$ cat src/rtl/mem_bus_arbiter.sv
// Two-master memory bus arbiter (IFU read-only, LSU read/write), one outstanding
// transaction at a time, with a watchdog that turns a hung transaction into an error.
module mem_bus_arbiter #(
  parameter int ADDR_W  = 32,
  parameter int DATA_W  = 32,
  parameter int TIMEOUT = 255
) (
  input  logic                  clk,
  input  logic                  rst,
  input  logic                  ifu_req_valid,
  output logic                  ifu_req_ready,
  input  logic [ADDR_W-1:0]     ifu_addr,
  output logic                  ifu_resp_valid,
  input  logic                  ifu_resp_ready,
  output logic [DATA_W-1:0]     ifu_rdata,
  output logic                  ifu_resp_err,
  input  logic                  lsu_req_valid,
  output logic                  lsu_req_ready,
  input  logic [ADDR_W-1:0]     lsu_addr,
  input  logic                  lsu_wen,
  input  logic [DATA_W-1:0]     lsu_wdata,
  input  logic [DATA_W/8-1:0]   lsu_wmask,
  output logic                  lsu_resp_valid,
  input  logic                  lsu_resp_ready,
  output logic [DATA_W-1:0]     lsu_rdata,
  output logic                  lsu_resp_err,
  output logic                  mem_req_valid,
  input  logic                  mem_req_ready,
  output logic [ADDR_W-1:0]     mem_addr,
  output logic                  mem_wen,
  output logic [DATA_W-1:0]     mem_wdata,
  output logic [DATA_W/8-1:0]   mem_wmask,
  input  logic                  mem_resp_valid,
  output logic                  mem_resp_ready,
  input  logic [DATA_W-1:0]     mem_rdata,
  input  logic                  mem_resp_err,
  output logic                  busy
);

  typedef enum logic [1:0] {IDLE, REQ, RESP, ERR} state_t;

  // Counter only has to reach TIMEOUT-1
  localparam int CW = (TIMEOUT > 1) ? $clog2(TIMEOUT) : 1;
  localparam logic [CW-1:0] CNT_LAST = (TIMEOUT > 0) ? CW'(TIMEOUT - 1) : '0;

  state_t                state, state_nxt;
  logic                  owner;
  logic [CW-1:0]         cnt;
  logic [ADDR_W-1:0]     req_addr;
  logic                  req_wen;
  logic [DATA_W-1:0]     req_wdata;
  logic [DATA_W/8-1:0]   req_wmask;
  logic                  owner_resp_ready;
  logic                  timeout;

  assign owner_resp_ready = owner ? lsu_resp_ready : ifu_resp_ready;
  assign timeout          = (TIMEOUT != 0) && (cnt == CNT_LAST);

  always_ff @(posedge clk) begin
    if (rst) begin
      state     <= IDLE;
      owner     <= 1'b0;
      cnt       <= '0;
      req_addr  <= '0;
      req_wen   <= 1'b0;
      req_wdata <= '0;
      req_wmask <= '0;
    end else begin
      state <= state_nxt;
      if (state == IDLE) begin
        if (lsu_req_valid) begin
          owner     <= 1'b1;
          cnt       <= '0;
          req_addr  <= lsu_addr;
          req_wen   <= lsu_wen;
          req_wdata <= lsu_wdata;
          req_wmask <= lsu_wmask;
        end else if (ifu_req_valid) begin
          owner     <= 1'b0;
          cnt       <= '0;
          req_addr  <= ifu_addr;
          req_wen   <= 1'b0;
          req_wdata <= '0;
          req_wmask <= '0;
        end
      end else if (state == REQ || state == RESP) begin
        cnt <= cnt + 1'b1;
      end
    end
  end

  // A completing handshake in the timeout cycle wins over the watchdog
  always_comb begin
    state_nxt = state;
    case (state)
      IDLE: if (lsu_req_valid || ifu_req_valid) state_nxt = REQ;
      REQ: begin
        if (mem_req_ready)  state_nxt = RESP;
        else if (timeout)   state_nxt = ERR;
      end
      RESP: begin
        if (mem_resp_valid && owner_resp_ready) state_nxt = IDLE;
        else if (timeout)                       state_nxt = ERR;
      end
      ERR: if (owner_resp_ready) state_nxt = IDLE;
      default: state_nxt = IDLE;
    endcase
  end

  always_comb begin
    ifu_req_ready  = 1'b0;
    lsu_req_ready  = 1'b0;
    ifu_resp_valid = 1'b0;
    ifu_rdata      = '0;
    ifu_resp_err   = 1'b0;
    lsu_resp_valid = 1'b0;
    lsu_rdata      = '0;
    lsu_resp_err   = 1'b0;
    mem_req_valid  = 1'b0;
    mem_resp_ready = 1'b0;
    case (state)
      IDLE: begin
        lsu_req_ready  = 1'b1;
        ifu_req_ready  = !lsu_req_valid;
        mem_resp_ready = 1'b1;
      end
      REQ: mem_req_valid = 1'b1;
      RESP: begin
        mem_resp_ready = owner_resp_ready;
        if (owner) begin
          lsu_resp_valid = mem_resp_valid;
          lsu_rdata      = mem_rdata;
          lsu_resp_err   = mem_resp_err;
        end else begin
          ifu_resp_valid = mem_resp_valid;
          ifu_rdata      = mem_rdata;
          ifu_resp_err   = mem_resp_err;
        end
      end
      ERR: begin
        mem_resp_ready = 1'b1;
        if (owner) begin
          lsu_resp_valid = 1'b1;
          lsu_resp_err   = 1'b1;
        end else begin
          ifu_resp_valid = 1'b1;
          ifu_resp_err   = 1'b1;
        end
      end
      default: ;
    endcase
  end

  assign mem_addr  = req_addr;
  assign mem_wen   = req_wen;
  assign mem_wdata = req_wdata;
  assign mem_wmask = req_wmask;
  assign busy      = (state != IDLE);

endmodule

$ cat config.mk
export PLATFORM = sky130hd
export DESIGN_NAME = mem_bus_arbiter
export DESIGN_NICKNAME = d
export VERILOG_FILES = /design/src/rtl/mem_bus_arbiter.sv
export SDC_FILE = /design/constraint.sdc
export NUM_CORES = 1
export LEC_CHECK = 0
export BUFFER_PORTS_ARGS = -buffer_cell sky130_fd_sc_hd__buf_2
export CAP_MARGIN = 40
export CORE_ASPECT_RATIO = 0.8
export CORE_MARGIN = 4
export CORE_UTILIZATION = 30
export CTS_CLUSTER_SIZE = 12
export DETAILED_ROUTE_END_ITERATION = 16
export GPL_TIMING_DRIVEN = 1
export PLACE_DENSITY = 0.69
export SLEW_MARGIN = 25
export SYNTH_ARGS = -nofsm -noshare
export SYNTH_HDL_FRONTEND = slang
export SYNTH_SLANG_ARGS = --single-unit
$ cat constraint.sdc
create_clock -name clk -period 1.8 [get_ports clk]
set_clock_uncertainty 0.1 [all_clocks]
set_input_delay 0.54 -clock clk [delete_from_list [all_inputs] [get_ports clk]]
set_output_delay 0.54 -clock clk [all_outputs]
set_load 0.01 [all_outputs]
Yosys cells after proc, flatten, opt, wreduce, memory -nomap -nowiden
Cells that the tools add are included.
{ "word_totals": {"input_bits": 142, "wordCells": 65, "out_inout_bits": 142, "ff_bits": 80} }
{ "classes": {"n_mux": 38, "n_eq_ne": 7, "addsub": 1, "reduce_logical": 12} }
{ "ops": {"columns": ["operator", "count"], "rows": [
  ["32-bit 2-to-1 mux", 8],
  ["8-bit 2-to-1 mux", 4],
  ["1-bit 2-to-1 mux", 13],
  ["2-bit 2-to-1 mux", 5],
  ["1-bit case mux with 2 select lines", 5],
  ["8-bit by 1-bit adder with 8-bit output, second input constant", 1],
  ["8-bit equality test, second input constant", 1],
  ["4-bit 2-to-1 mux", 2],
  ["2-bit case mux with 4 select lines", 1],
  ["2-bit AND reduction", 3],
  ["2-bit nonzero test", 3],
  ["2-bit equality test, second input constant", 2],
  ["3-bit inequality test, second input constant", 1],
  ["2-bit by 1-bit equality test with 1-bit output, second input constant", 1],
  ["2-bit logical NOT", 1],
  ["1-bit logical OR", 2],
  ["2-bit by 1-bit inequality test with 1-bit output, second input constant", 1],
  ["2-bit inequality test, second input constant", 1],
  ["2-bit OR reduction", 1],
  ["1-bit logical AND", 1],
  ["1-bit logical NOT", 1]
]} }

Longest topological paths before layout
{ "depth": {"depth_word": 4, "mapped_depth": 8, "ltp_nobuf": 6} }

Worst setup path after synthesis
Ideal clock, no wire load.
{ "synth_path": {"kind": "register -> output", "from": "reg state[0]", "to": "out ifu_rdata[10]", "required_ps": 1160, "t_arrival_ps": 1330, "path_stages_with_launch": 7, "path_slack_ps": -170, "path_cell_list": "dfxtp_1 inv_1 ha_1 buf_2 nor2b_1 clkbuf_1 and2_1"} }
{ "synth_via": {"elab_chain_cells": 2} }
{ "synth_rtl": {"columns": ["item", "line_no", "text"], "rows": [
  ["start: declaration", "46", "state_t state, state_nxt;"],
  ["start signal: assignment", "69", "state <= state_nxt;"],
  ["2-bit equality test", "121", "case (state)"],
  ["32-bit 2-to-1 mux", "121", null],
  ["end: declaration", "15", "output logic [DATA_W-1:0] ifu_rdata,"]
]} }
Every way passes these cells.

Final worst setup path
{ "layout_path": {"from": "reg state[0]", "to": "out ifu_rdata[17]"} }
The elaborated chain is that of the path after synthesis.

==> qor.txt <==
Kind of critical path: flop to output port
Share of post-route cells with drive strength above 1: 54.0%
Fin crit share: 117%
Final slew viol count: 0
Crit-path cells: inv_2, ha_4, nor2b_4, buf_12, and2_4, buf_6
Top cells by count, synth: dfxtp_1 (80), a21oi_1 (45), nand2_1 (43), nor2_1 (43), nand3_1 (40)
# hold bufs at CTS: 0
Clk pin slew, worst setup/hold paths: 60 ps
Area after DPL: 0.00566 mm²
Cell area after layout: 0.00675 mm²
Worst path slowest cell: dfxtp_2
YS warnings: 0
CP max stage delay: 320 ps
RSZ-0062 raised after global routing: yes
Min cycle time layout: 2110 ps
Leakage power: 0.00337 µW
Setup crit end kind: output port
Number of I/O port buffers: 283
Die area: 0.0149 mm²
Power Density: 799 mW/mm²
Number of diodes: 0
Worst slew pin tran: 326 ps
Final Routed Wirelength: 14900 µm
Failing checks: negative setup slack
Vias: 4396
TritonRoute pass-1 iters: 4
Count leader, synth: dfxtp_1
Area contributors post-synth: dfxtp_1 (41%), mux2i_1 (8.5%), a211oi_1 (6.6%), a21oi_1 (5.8%), and2_1 (5.1%)
Critical Path RT: 1160 ps
Die Wd: 135 µm
# DRC: 0
Share of the synthesized area in the top cell type: 41.1%
Clock Sinks: 80
Largest net degree at the start of global routing: 65
Clk root buf: clkbuf_16
Endpoints failing setup: 73
CTS max path bufs: 2
Global Route Usage Sum: 17.6%
Hold Violations, Final: 0
ANT nets after route: 0
Final std cells w/o fill: 934
Core box area: 0.0124 mm²
Crit-path max FO: 16
Number of clock buffers inserted by TritonCTS: 9
Initial antenna violation count: 0
Post-Syn Area: 0.00389 mm²
Seq/Total Area, Yosys: 41.1%
H-tree depth: 3
Grt total ovfl: 0
Synthesized Nets: 617
Final worst slack: -308 ps
Hold Path Depth: 2
Worst-skew pair later-pin latency: 330 ps
Dpl cells: 899
Critical Path AT: 1470 ps
FFs w/ async S/R, synth: 0%
Status: finished, violations left
Most used DFF post-synth: dfxtp_1
Vias in the first global route: 3976
RePlAce Congestion: 0.944
Initial core utilization: 31.3%
NumNets Final: 907
Fmax: 0.474 GHz
Register bit total from synthesis: 80
First-pass GRT wire length: 20900 µm
Num ports: 284
Startpoint Class: flop
VDD IR-drop max: 0.550 mV
Synth area leader: dfxtp_1
Initial DRC Count: 165
WL/cell: 16.0 µm
Placed wire-length estimate: 10100 µm
EDFF count, synth: 0
Post-layout util: 54.3%
TritonCTS clock tree: yes
Yosys cell types: 32
FF-to-FF path depth: 9
Die Y-Extent: 110 µm
Layout area overhead: 73.3%
MaxCap Viol Count: 0
Synth Instances: 468
DR vias/cell: 4.71
Hold WC Path Type: flop to flop
Relative slew slack: 77.6%
FP Rows: 36
Mean Syn Cell Area: 8.32 µm²
-- through the flow --
| step | setup slack [ps] | setup TNS (ps) | total power [µW] | hold slack [ps] |
|---|---|---|---|---|
| detailed placement | -293 | -9290 | 3080 | 340 |
| CTS | -284 | -16450 | 5280 | 349 |
| global route | -392 | -23640 | 5670 | 368 |
| finish | -308 | -16970 | 5390 | 345 |
| floorplan | 6.97 | 0 | 2580 | 376 |
| global placement | -244 | -7800 | 3070 | 336 |
-- layout by cell type (no fill, tap or decap), types with 2 or more instances in the layout --
cell type / count
bufinv_16: 3
buf_6: 44
ha_4: 5
and3_1: 32
nor2b_1: 3
a211oi_1: 21
nor2_1: 43
nor2b_4: 2
buf_4: 17
a21oi_2: 4
inv_4: 2
or3_1: 2
ha_1: 2
o21ai_0: 4
buf_2: 246
buf_12: 10
a211oi_2: 13
o21ai_1: 2
dfxtp_1: 77
nand3_1: 40
mux2i_1: 33
nand2_1: 42
a21oi_1: 40
and2_4: 32
xnor2_1: 6
nor4_4: 3
dfxtp_2: 2
clkbuf_16: 12
a21oi_4: 2
-- sequential cells by signal, summed over array words and instances, names as in the netlist --
signal and count:
cnt 8, mem_wdata 32, mem_wmask 4, mem_addr 32, owner 1, state 2, mem_wen 1
-- worst paths after layout --
| check | endpoint | from | slack (ps) |
|---|---|---|---|
| max reg2reg | cnt[0] | state[0] | 0 |
| min | mem_wdata[10] | mem_wdata[10] | 350 |
| max | ifu_rdata[17] | state[0] | -310 |
| min reg2reg | mem_wdata[10] | mem_wdata[10] | 350 |
-- final cells by class --
cell class	count	area, µm²
fillers	1140	5690
inverters	4	20.0
flip-flops and latches	80	1610
repair buffers	321	2140
multi-input cells	342	2410
clock inverters	5	104
well taps	171	214
clock buffers	11	243
-- layer usage --
| metal | global-route usage, % | up-vias | share of wire (%) |
|---|---|---|---|
| li1 | - | 2210 | - |
| met1 | 22.9 | 1994 | 43 |
| met2 | 28.8 | 175 | 48 |
| met3 | 4.80 | 17 | 7.1 |
| met4 | 4.60 | 0 | 1.2 |
| met5 | 0 | - | 0 |
-- worst max-delay path: cells and delay by family (launching register included) --
kind | cells | cell delay (ps)
adders and majority gates | 1 | 160
buffers and inverters | 3 | 330
DFF | 1 | 320
and+or+nand+nor | 2 | 330
-- kinds of logic (layout without fill, tap and decap cells) --
group	Yosys count	in the layout	synth area share [%]
AOI/OAI and AO/OA	89	89	13.9
DFF	80	80	41.1
muxes	34	34	8.78
buffers and inverters	47	341	5.34
adders and majority gates	7	7	2.25
and+or+nand+nor	205	206	27.3
xor gates and xnor gates	6	6	1.35
-- repair_timing --
action,4_1_cts,5_1_grt
buffers inserted,7,5
setup endpoints to repair,73,111
gates cloned,1,6
pin swaps,19,37
gates resized for setup,65,29
-- power by group --
| part | total (µW) | switching [µW] | internal, µW |
|---|---|---|---|
| combinational | 1290 | 677 | 617 |
| clock | 2110 | 712 | 1390 |
| sequential | 1990 | 73.5 | 1920 |
| total | 5390 | 1460 | 3930 |
No activity file was read; power rests on OpenSTA's default activity.
